File: src/rtl/dmem_arbiter.sv
// dmem_arbiter: two-port sequencer for a single-port combinational-read, level-write data memory
module dmem_arbiter #(
  parameter int BUS_WIDTH      = 8,
  parameter int FIXED_PRIORITY = 0
) (
  input  logic                 clk,
  input  logic                 rst_n,
  input  logic                 req0,
  input  logic                 req1,
  input  logic                 we0,
  input  logic                 we1,
  input  logic [BUS_WIDTH-1:0] addr0,
  input  logic [BUS_WIDTH-1:0] addr1,
  input  logic [BUS_WIDTH-1:0] wdata0,
  input  logic [BUS_WIDTH-1:0] wdata1,
  output logic                 ack0,
  output logic                 ack1,
  output logic [BUS_WIDTH-1:0] rdata0,
  output logic [BUS_WIDTH-1:0] rdata1,
  output logic                 busy,
  output logic [BUS_WIDTH-1:0] memAddress,
  output logic [BUS_WIDTH-1:0] memWData,
  output logic                 memReadWrite,
  input  logic [BUS_WIDTH-1:0] memRData
);
  typedef enum logic [1:0] {IDLE, SETUP, STROBE, DONE} state_t;
  state_t state;
  logic owner, last_grant, we_l;
  logic m0, m1, hold, grant, win;
  // Arbitration: the finishing owner is masked in DONE, except that fixed
  // priority keeps port 0 in charge while it still requests (it re-wins from IDLE)
  always_comb begin
    m0    = req0 & ~(state == DONE && !owner);
    m1    = req1 & ~(state == DONE && owner);
    hold  = (FIXED_PRIORITY != 0) && state == DONE && !owner && req0;
    grant = (state == IDLE || state == DONE) && (m0 | m1) && !hold;
    win   = (m0 & m1) ? ((FIXED_PRIORITY != 0) ? 1'b0 : ~last_grant) : m1;
  end
  // Sequencer with registered memory controls so the write level never overlaps an address change
  always_ff @(posedge clk or negedge rst_n) begin
    if (!rst_n) begin
      state        <= IDLE;
      owner        <= 1'b0;
      last_grant   <= 1'b1;
      we_l         <= 1'b0;
      ack0         <= 1'b0;
      ack1         <= 1'b0;
      rdata0       <= '0;
      rdata1       <= '0;
      busy         <= 1'b0;
      memAddress   <= '0;
      memWData     <= '0;
      memReadWrite <= 1'b0;
    end else begin
      ack0         <= 1'b0;
      ack1         <= 1'b0;
      memReadWrite <= 1'b0;
      case (state)
        SETUP: begin
          memReadWrite <= we_l;
          state        <= STROBE;
        end
        STROBE: begin
          ack0  <= ~owner;
          ack1  <= owner;
          state <= DONE;
          if (!we_l && !owner) rdata0 <= memRData;
          if (!we_l && owner) rdata1 <= memRData;
        end
        default: begin
          busy  <= grant;
          state <= grant ? SETUP : IDLE;
          if (grant) begin
            owner      <= win;
            last_grant <= win;
            we_l       <= win ? we1 : we0;
            memAddress <= win ? addr1 : addr0;
            memWData   <= win ? wdata1 : wdata0;
          end
        end
      endcase
    end
  end
endmodule

File: config.mk
export PLATFORM = sky130hd
export DESIGN_NAME = dmem_arbiter
export DESIGN_NICKNAME = d
export VERILOG_FILES = /design/src/rtl/dmem_arbiter.sv
export SDC_FILE = /design/constraint.sdc
export NUM_CORES = 1
export LEC_CHECK = 0
export BUFFER_PORTS_ARGS = -buffer_cell sky130_fd_sc_hd__buf_2
export CAP_MARGIN = 0
export CORE_ASPECT_RATIO = 1.2
export CORE_MARGIN = 4
export CORE_UTILIZATION = 35
export DETAILED_ROUTE_END_ITERATION = 8
export PLACE_DENSITY = 0.7
export SLEW_MARGIN = 20
export SYNTH_ARGS = -nofsm -noshare
export SYNTH_HDL_FRONTEND = slang
export SYNTH_SLANG_ARGS = --single-unit
export TNS_END_PERCENT = 100
File: constraint.sdc
create_clock -name clk -period 3.66 [get_ports clk]
set_clock_uncertainty 0.05 [all_clocks]
set_input_delay 0.183 -clock clk [delete_from_list [all_inputs] [get_ports clk]]
set_output_delay 0.183 -clock clk [all_outputs]
set_load 0.1 [all_outputs]
== Yosys cells after proc, flatten, opt, wreduce, memory -nomap -nowiden ==
Cells that the tools add are included.

* Bits in writable memories: 0
* Bits of input ports: 46
* Latch bits: 0
* Word-level logic and storage cells: 46
* Memories kept: 0
* Bits in read-only memories: 0
* Bits in registers: 41

* Reductions and logical operators: 13
* Div/mod/pow operators: 0
* Add/subtract/negate cells: 0
* Equal/unequal tests: 3
* Shift-type cells: 0
* Magnitude comparators: 0
* $mul: 0
* Mux-type cells: 9
* Bitwise gates (word level): 9

{| class="wikitable"
|+ Operator list
! operator !! number
|-
| two-way mux 8 bit || 2
|-
| two-way mux 1 bit || 6
|-
| AND reduction 2 bit || 3
|-
| logical AND 1 bit || 5
|-
| inverter 1 bit || 5
|-
| equality test 2 bit, second input constant || 2
|-
| case mux 2 bit (2 select lines) || 1
|-
| AND 1 bit || 3
|-
| equality test 2 x 1 -> 1 bit, second input constant || 1
|-
| logical NOT 1 bit || 2
|-
| logical NOT 2 bit || 1
|-
| OR reduction 2 bit || 1
|-
| logical OR 1 bit || 1
|-
| OR 1 bit || 1
|}

== Depth between registers and ports, before layout ==
Gate-level depths: netlist of run 1.

* Depth in word-level cells: 8
* Gate-level depth with buffers: 7
* Depth with buffers taken out: 6

== Least setup slack after synthesis of run 1 ==
OpenSTA, ideal clock, no wires.

* Path kind: flip-flop to flip-flop
* From: reg state[0]
* To: reg memAddress[0]
* Cell stages (with the launch flop): 7
* Arrival time: 1.350 ns
* Setup slack: 2.137 ns
* Path buffers: 2
* Setup time: 0.123 ns
* Path through: dfrtp_1 ha_1 o211ai_2 buf_6 buf_12 mux2i_1 a21oi_1

* Word-level cells in the longest chain between the ends: 7

{| class="wikitable"
|+ Ends and longest elaborated chain
! element !! line !! RTL
|-
| start: declaration || 27 || <nowiki>state_t state;</nowiki>
|-
| start signal: assignment || 72 || <nowiki>state <= grant ? SETUP : IDLE;</nowiki>
|-
| equality test 2 bit || 33, 34, 36 ||
|-
| logical AND 1 bit (on tied branches) || 33, 34 ||
|-
| inverter 1 bit (on tied branches) || 33, 34 ||
|-
| AND 1 bit (on tied branches) || 33, 34 ||
|-
| AND 1 bit / OR 1 bit (equally long branches) || 37, 36 ||
|-
| two-way mux 1 bit / logical AND 1 bit (equally long branches) || 37, 36 ||
|-
| two-way mux 8 bit / AND reduction 2 bit (equally long branches) || - ||
|-
| end signal: assignment || 77 || <nowiki>memAddress <= win ? addr1 : addr0;</nowiki>
|-
| end: declaration || 21 || <nowiki>output logic [BUS_WIDTH-1:0] memAddress,</nowiki>
|}

Parallel ways exist; a longest one is shown, timed or not.
A chain may end at the register's enable or synchronous reset.

== Worst setup path after layout of run 1 ==
* From: reg state[0]
* To: reg memWData[4]

* Word-level cells in the longest chain between the ends: 7

{| class="wikitable"
|+ Ends and longest elaborated chain
! element !! line !! RTL
|-
| equality test 2 bit || 33, 34, 36 ||
|-
| logical AND 1 bit (on tied branches) || 33, 34 ||
|-
| inverter 1 bit (on tied branches) || 33, 34 ||
|-
| AND 1 bit (on tied branches) || 33, 34 ||
|-
| AND 1 bit / OR 1 bit (equally long branches) || 37, 36 ||
|-
| two-way mux 1 bit / logical AND 1 bit (equally long branches) || 37, 36 ||
|-
| two-way mux 8 bit / AND reduction 2 bit (equally long branches) || - ||
|-
| end signal: assignment || 78 || <nowiki>memWData <= win ? wdata1 : wdata0;</nowiki>
|-
| end: declaration || 22 || <nowiki>output logic [BUS_WIDTH-1:0] memWData,</nowiki>
|}

Parallel ways exist; a longest one is shown, timed or not.

==> metrics.yaml, run 1 <==
cp.arrival_ps: 1770
totalWireLength_um: 3460
synth_common_cells: "dfrtp_1 (40), mux2i_1 (18), a21oi_1 (17), nor2_1 (17), mux2_2 (16)"
portBuffers: 81
first_iter_violations: 35
grt_max_degree: 42
hold_viol: 40
post-route-min-period_ps: 1670
ant_nets: 0
vias_per_cell: 4.65
grt_usage: 0.114
grt_pass1_wl_um: 5620
ys_warn_count: 0
slew_headroom: 0.410
drv_slew: 0
path_clk_slew_ps: 80
synth.avg_cell_area_um2: 12.9
dpl_cell_area_mm2: 0.00220
startpoint_type: "flop"
hold_buffers: 0
num-nets-final: 270
critPathSlowestCell: "dfrtp_1"
yosysTopAreaCell: "dfrtp_1"
synth_edf_count: 0
initial_core_util: 0.361
cts_resized: 0
cts_htree_levels: 2
finalCritPeriodShare: 0.455
finalNonFillerCells: 282
hpwl_um: 2570
synth_fp_nets: 187
ys.flop_type: "dfrtp_1"
vias: 1310
post_cts_buffers: 0
timing.rr.start: "state[0]"
grt_pass1_vias: 1244
fmax_mhz: 600
cp.required_ps: 3760
critPathKind: "reg2reg"
synth.distinct_cells: 22
insertion_delay_ps: 290
drc: 0
setup_viol: 0
netlist_area_mm2: 0.00178
dr.pass1.iters: 2
rsz0062_at_grt: "false"
fin_setup_tns_ps: 0
cts.sinks: 41
cp-end-kind: "flop"
io-pin-count: 82
cts_tree: "built"
slowest_delay_ps: 400
hold_ws_ps: -29.5
cp_max_fo: 19
synth_top_cell_area_share: 0.561
setup.worst_path.start: "state[0]"
crit_chain: "ha_1 -> o211ai_2 -> buf_4 -> mux2i_1 -> a21oi_1"
place_inst: 274
maxCapViolCount: 0
critPathBufInv: 1
synth.most_common_cell: "dfrtp_1"
synthTopCellsByArea: "dfrtp_1 (56%), mux2i_1 (10%), mux2_2 (10%)"
core_mm2: 0.00494
cp_top_family: "flip-flops"
cts-root-buf: "clkbuf_8"
die_h_um: 86.2
failed_checks: "hold timing"
tightest_slew_ps: 885
wl_per_cell_um: 12.3
overflow: 0
die_width_um: 73.2
cts_buffers: 5
clock_path_buffers: 2
gp_congestion: 0.663
drive_above_1_share: 0.500
ys_seq_area_frac: 0.576
synthArstFlopShare: 1.00
syn_to_final_growth_pct: 29.8
netlist_instances: 138
final_cell_area_mm2: 0.00231
synth-seq-cells: 41
status: "finished, violations left"
final_util: 0.468
antenna_found_initial: 0
rows: 28
insertedDiodeCount: 0
dieArea_mm2: 0.00630
hold_class: "in2async"
## cell families (layout without fill, tap and decap cells)
kind of cell	after synthesis	count (layout)	share of synthesized area
buffers and inverters	12	96	0.0561
flip-flops	41	41	0.576
adder cells (fa/ha/maj)	3	3	0.0211
multiplexers	34	34	0.202
AO/OA/AOI/OAI	24	24	0.0779
AND/OR/NAND/NOR	24	24	0.0667
## worst paths after layout
path                          endpoint  slack [ps]  cells past startpoint
setup / recovery           memWData[4]        1990                      5
hold / removal                    we_l         -30                      1
setup reg to reg           memWData[4]        1990                      5
min in group clk             rdata1[4]          90                      2
max in group asynchronous  memWData[0]        3040                      1
hold reg to reg                   busy         440                      1
## metal layers
layer / vias up / track usage / part of all wire
met3: 4 / 0.0522 / 0.13
li1: 638 / - / -
met2: 69 / 0.181 / 0.43
met4: 0 / 0.0302 / 0.0087
met5: - / 0 / 0
met1: 599 / 0.138 / 0.43
## through the flow
stage	hold WS, ps	setup slack, ps
2_1_floorplan	-163	2140
3_3_place_gp	311	2010
3_5_place_dp	324	2000
4_1_cts	7.73	1970
5_1_grt	28.1	1840
6_report	-29.5	1990
## layout by cell type, fill, tap and decap left out
master / count
buf_2: 81
dfrtp_1: 40
mux2i_1: 18
nor2_1: 17
a21oi_1: 17
mux2_2: 16
clkbuf_8: 6
inv_1: 5
ha_1: 3
a21o_1: 2
and2_1: 2
o22ai_1: 2
buf_4: 2
o21ai_0: 1
a21oi_2: 1
nor2b_1: 1
nor3b_4: 1
nand3b_1: 1
nand2_1: 1
nand2_2: 1
o211ai_2: 1
clkbuf_1: 1
bufinv_16: 1
dfstp_2: 1
## layout make-up
type	instances	area (um^2)
clock buffer	7	86.3
clock inverter	1	30.0
fill	467	2630
inverter	5	18.8
multi-input combinational	85	656
sequential	41	1030
tap	60	75.1
timing repair buffer	83	420
## sequential cells by signal, summed over array words and instances, names as in the netlist, 2 cells and up
signal,count
rdata1,8
memWData,8
rdata0,8
memAddress,8
state,2
Power of run 1 is not shown: default switching activity piles up to over one toggle a cycle in this logic, so the estimate is an artifact.
==> run 2: changes to the inputs <==
Clock period 3.66 ns to 1.6 ns, I/O delays scaled along.
==> metrics.yaml, run 2 (same netlist as run 1, synthesis figures left out) <==
status: "complete, no violations"  # was finished, violations left
final_cell_area_mm2: 0.00260  # was 0.00231 mm^2
cp.arrival_ps: 1740  # was 1770 ps
reg2reg_slack_ps: 30  # was 1990 ps
slew_headroom: 0.659  # was 0.410
worstReg2RegEnd: "memWData[6]"  # was memWData[4]
antenna_found_initial: 0  # unchanged
dr.pass1.iters: 4  # was 2
cts_buffers: 5  # unchanged
clock_path_buffers: 2  # unchanged
drv_slew: 0  # unchanged
syn_to_final_growth_pct: 45.9  # was 29.8%
rsz0062_at_grt: "true"  # was false
cts_tree: "built"  # unchanged
cts.sinks: 41  # unchanged
wl_per_cell_um: 13.6  # was 12.3 um
first_iter_violations: 9  # was 35
min-delay-start: "addr1[4]"
final_cell_mix: "buf_2 (81), dfrtp_1 (40), nor2_1 (17), a21oi_1 (17), mux2_2 (16)"  # was buf_2 (81), dfrtp_1 (40), mux2i_1 (18)
vias: 1414  # was 1310
mostFrequentLayoutCell: "buf_2"  # unchanged
post-route-min-period_ps: 1570  # was 1670 ps
hold_ws_ps: 28.8  # was -29.5 ps
hold_class: "in2reg"  # was in2async
critPathKind: "reg2reg"  # unchanged
cp_max_fo: 9  # was 19
maxCapViolCount: 0  # unchanged
finalNonFillerCells: 303  # was 282
grt_pass1_vias: 1358  # was 1244
path_clk_slew_ps: 80  # about the same
grt_max_degree: 42  # unchanged
overflow: 0  # unchanged
die_h_um: 86.2  # unchanged
portBuffers: 81  # unchanged
drive_above_1_share: 0.535  # was 0.500
timing.critical_path.to: "memWData[6]"  # was memWData[4]
dieArea_mm2: 0.00630  # unchanged
setup.worst_path.start: "state[0]"  # unchanged
initial_core_util: 0.361  # unchanged
ant_nets: 0  # unchanged
num-nets-final: 291  # was 270
n_fill_cell: 431  # was 467
final_util: 0.527  # was 0.468
vias_per_cell: 4.67  # was 4.65
core_mm2: 0.00494  # unchanged
rows: 28  # unchanged
cp-end-kind: "flop"  # unchanged
startpoint_type: "flop"  # unchanged
r2r_cells: 8  # was 5
min_path_cells: 3
drc: 0  # unchanged
setup_viol: 0  # unchanged
grt_usage: 0.122  # was 0.114
fmax_mhz: 637  # was 600 MHz
cp.required_ps: 1770  # was 3760 ps
cts_htree_levels: 2  # unchanged
totalWireLength_um: 4120  # was 3460 um
insertion_delay_ps: 290  # about the same
hpwl_um: 2650  # was 2570 um
die_width_um: 73.2  # unchanged
grt_pass1_wl_um: 6000  # was 5620 um
insertedDiodeCount: 0  # unchanged
gp_congestion: 0.723  # was 0.663
finalCritPeriodShare: 0.981  # was 0.455
hold_viol: 0  # was 40
io-pin-count: 82  # unchanged
cts-root-buf: "clkbuf_8"  # unchanged
dpl_cell_area_mm2: 0.00227  # was 0.00220 mm^2
timing.rr.start: "state[0]"  # unchanged
place_inst: 279  # was 274
tightest_slew_ps: 512  # was 885 ps
[run 2: cell types whose count changed in the layout (fill, tap and decap cells not counted), moves of 2 or more]
cell           change
ha_4               +2
ha_1               -2
mux2i_1            -3
clkbuf_16          +3
buf_4              +5
buf_12             +3
clkinv_2           +2
mux2i_2            +3
dlygate4sd3_1      +9
[run 2: worst min-delay path by stage]
stage	endpoint	slack (ps)
global route	memAddress[4]	30
global placement	rdata0[3]	120
detailed placement	rdata0[1]	120
CTS	memAddress[4]	20
floorplan	ack0	-270
finish	memAddress[4]	30
[run 2: through the flow]
stage                     setup TNS, ps  setup WS, ps
after CTS                             0          7.47
after global placement                0          80.4
after global routing               -359         -35.8
final                                 0          30.1
after floorplan                       0          77.4
after detailed placement              0          20.3
[run 2: per-layer routing]
metal | vias to the layer above | wire [um] | track usage
li1 | 679 | - | -
met1 | 662 | 1690 | 0.138
met2 | 70 | 1970 | 0.210
met3 | 3 | 427 | 0.0452
met4 | 0 | 28 | 0.0403
met5 | - | 0 | 0
[run 2: critical path: stages, from the launching register on]
cell and delay [ps]:
dfrtp_1 430, inv_2 70, ha_4 260, o21ai_0 90, a21oi_2 160, buf_6 140, clkbuf_16 150, nor2_1 40
a21oi_1 110
[run 2: layout make-up]
class / count / area, um^2 / share of cell area
clock buffers: 6 / 72.6 / 0.0279
inverters: 5 / 18.8 / 0.00722
multi-input cells: 85 / 703 / 0.270
flip-flops and latches: 41 / 1030 / 0.395
well taps: 60 / 75.1 / 0.0289
clock inverters: 2 / 10.0 / 0.00385
repair buffers: 104 / 694 / 0.267
[run 2: repair_timing]
action,in CTS,in global routing
setup buffers,0,4
endpoints found under the setup margin,0,25
hold buffers,9,0
resized for setup,0,11
hold endpoints to repair,55,0
Power of run 2 is left out for the same reason.
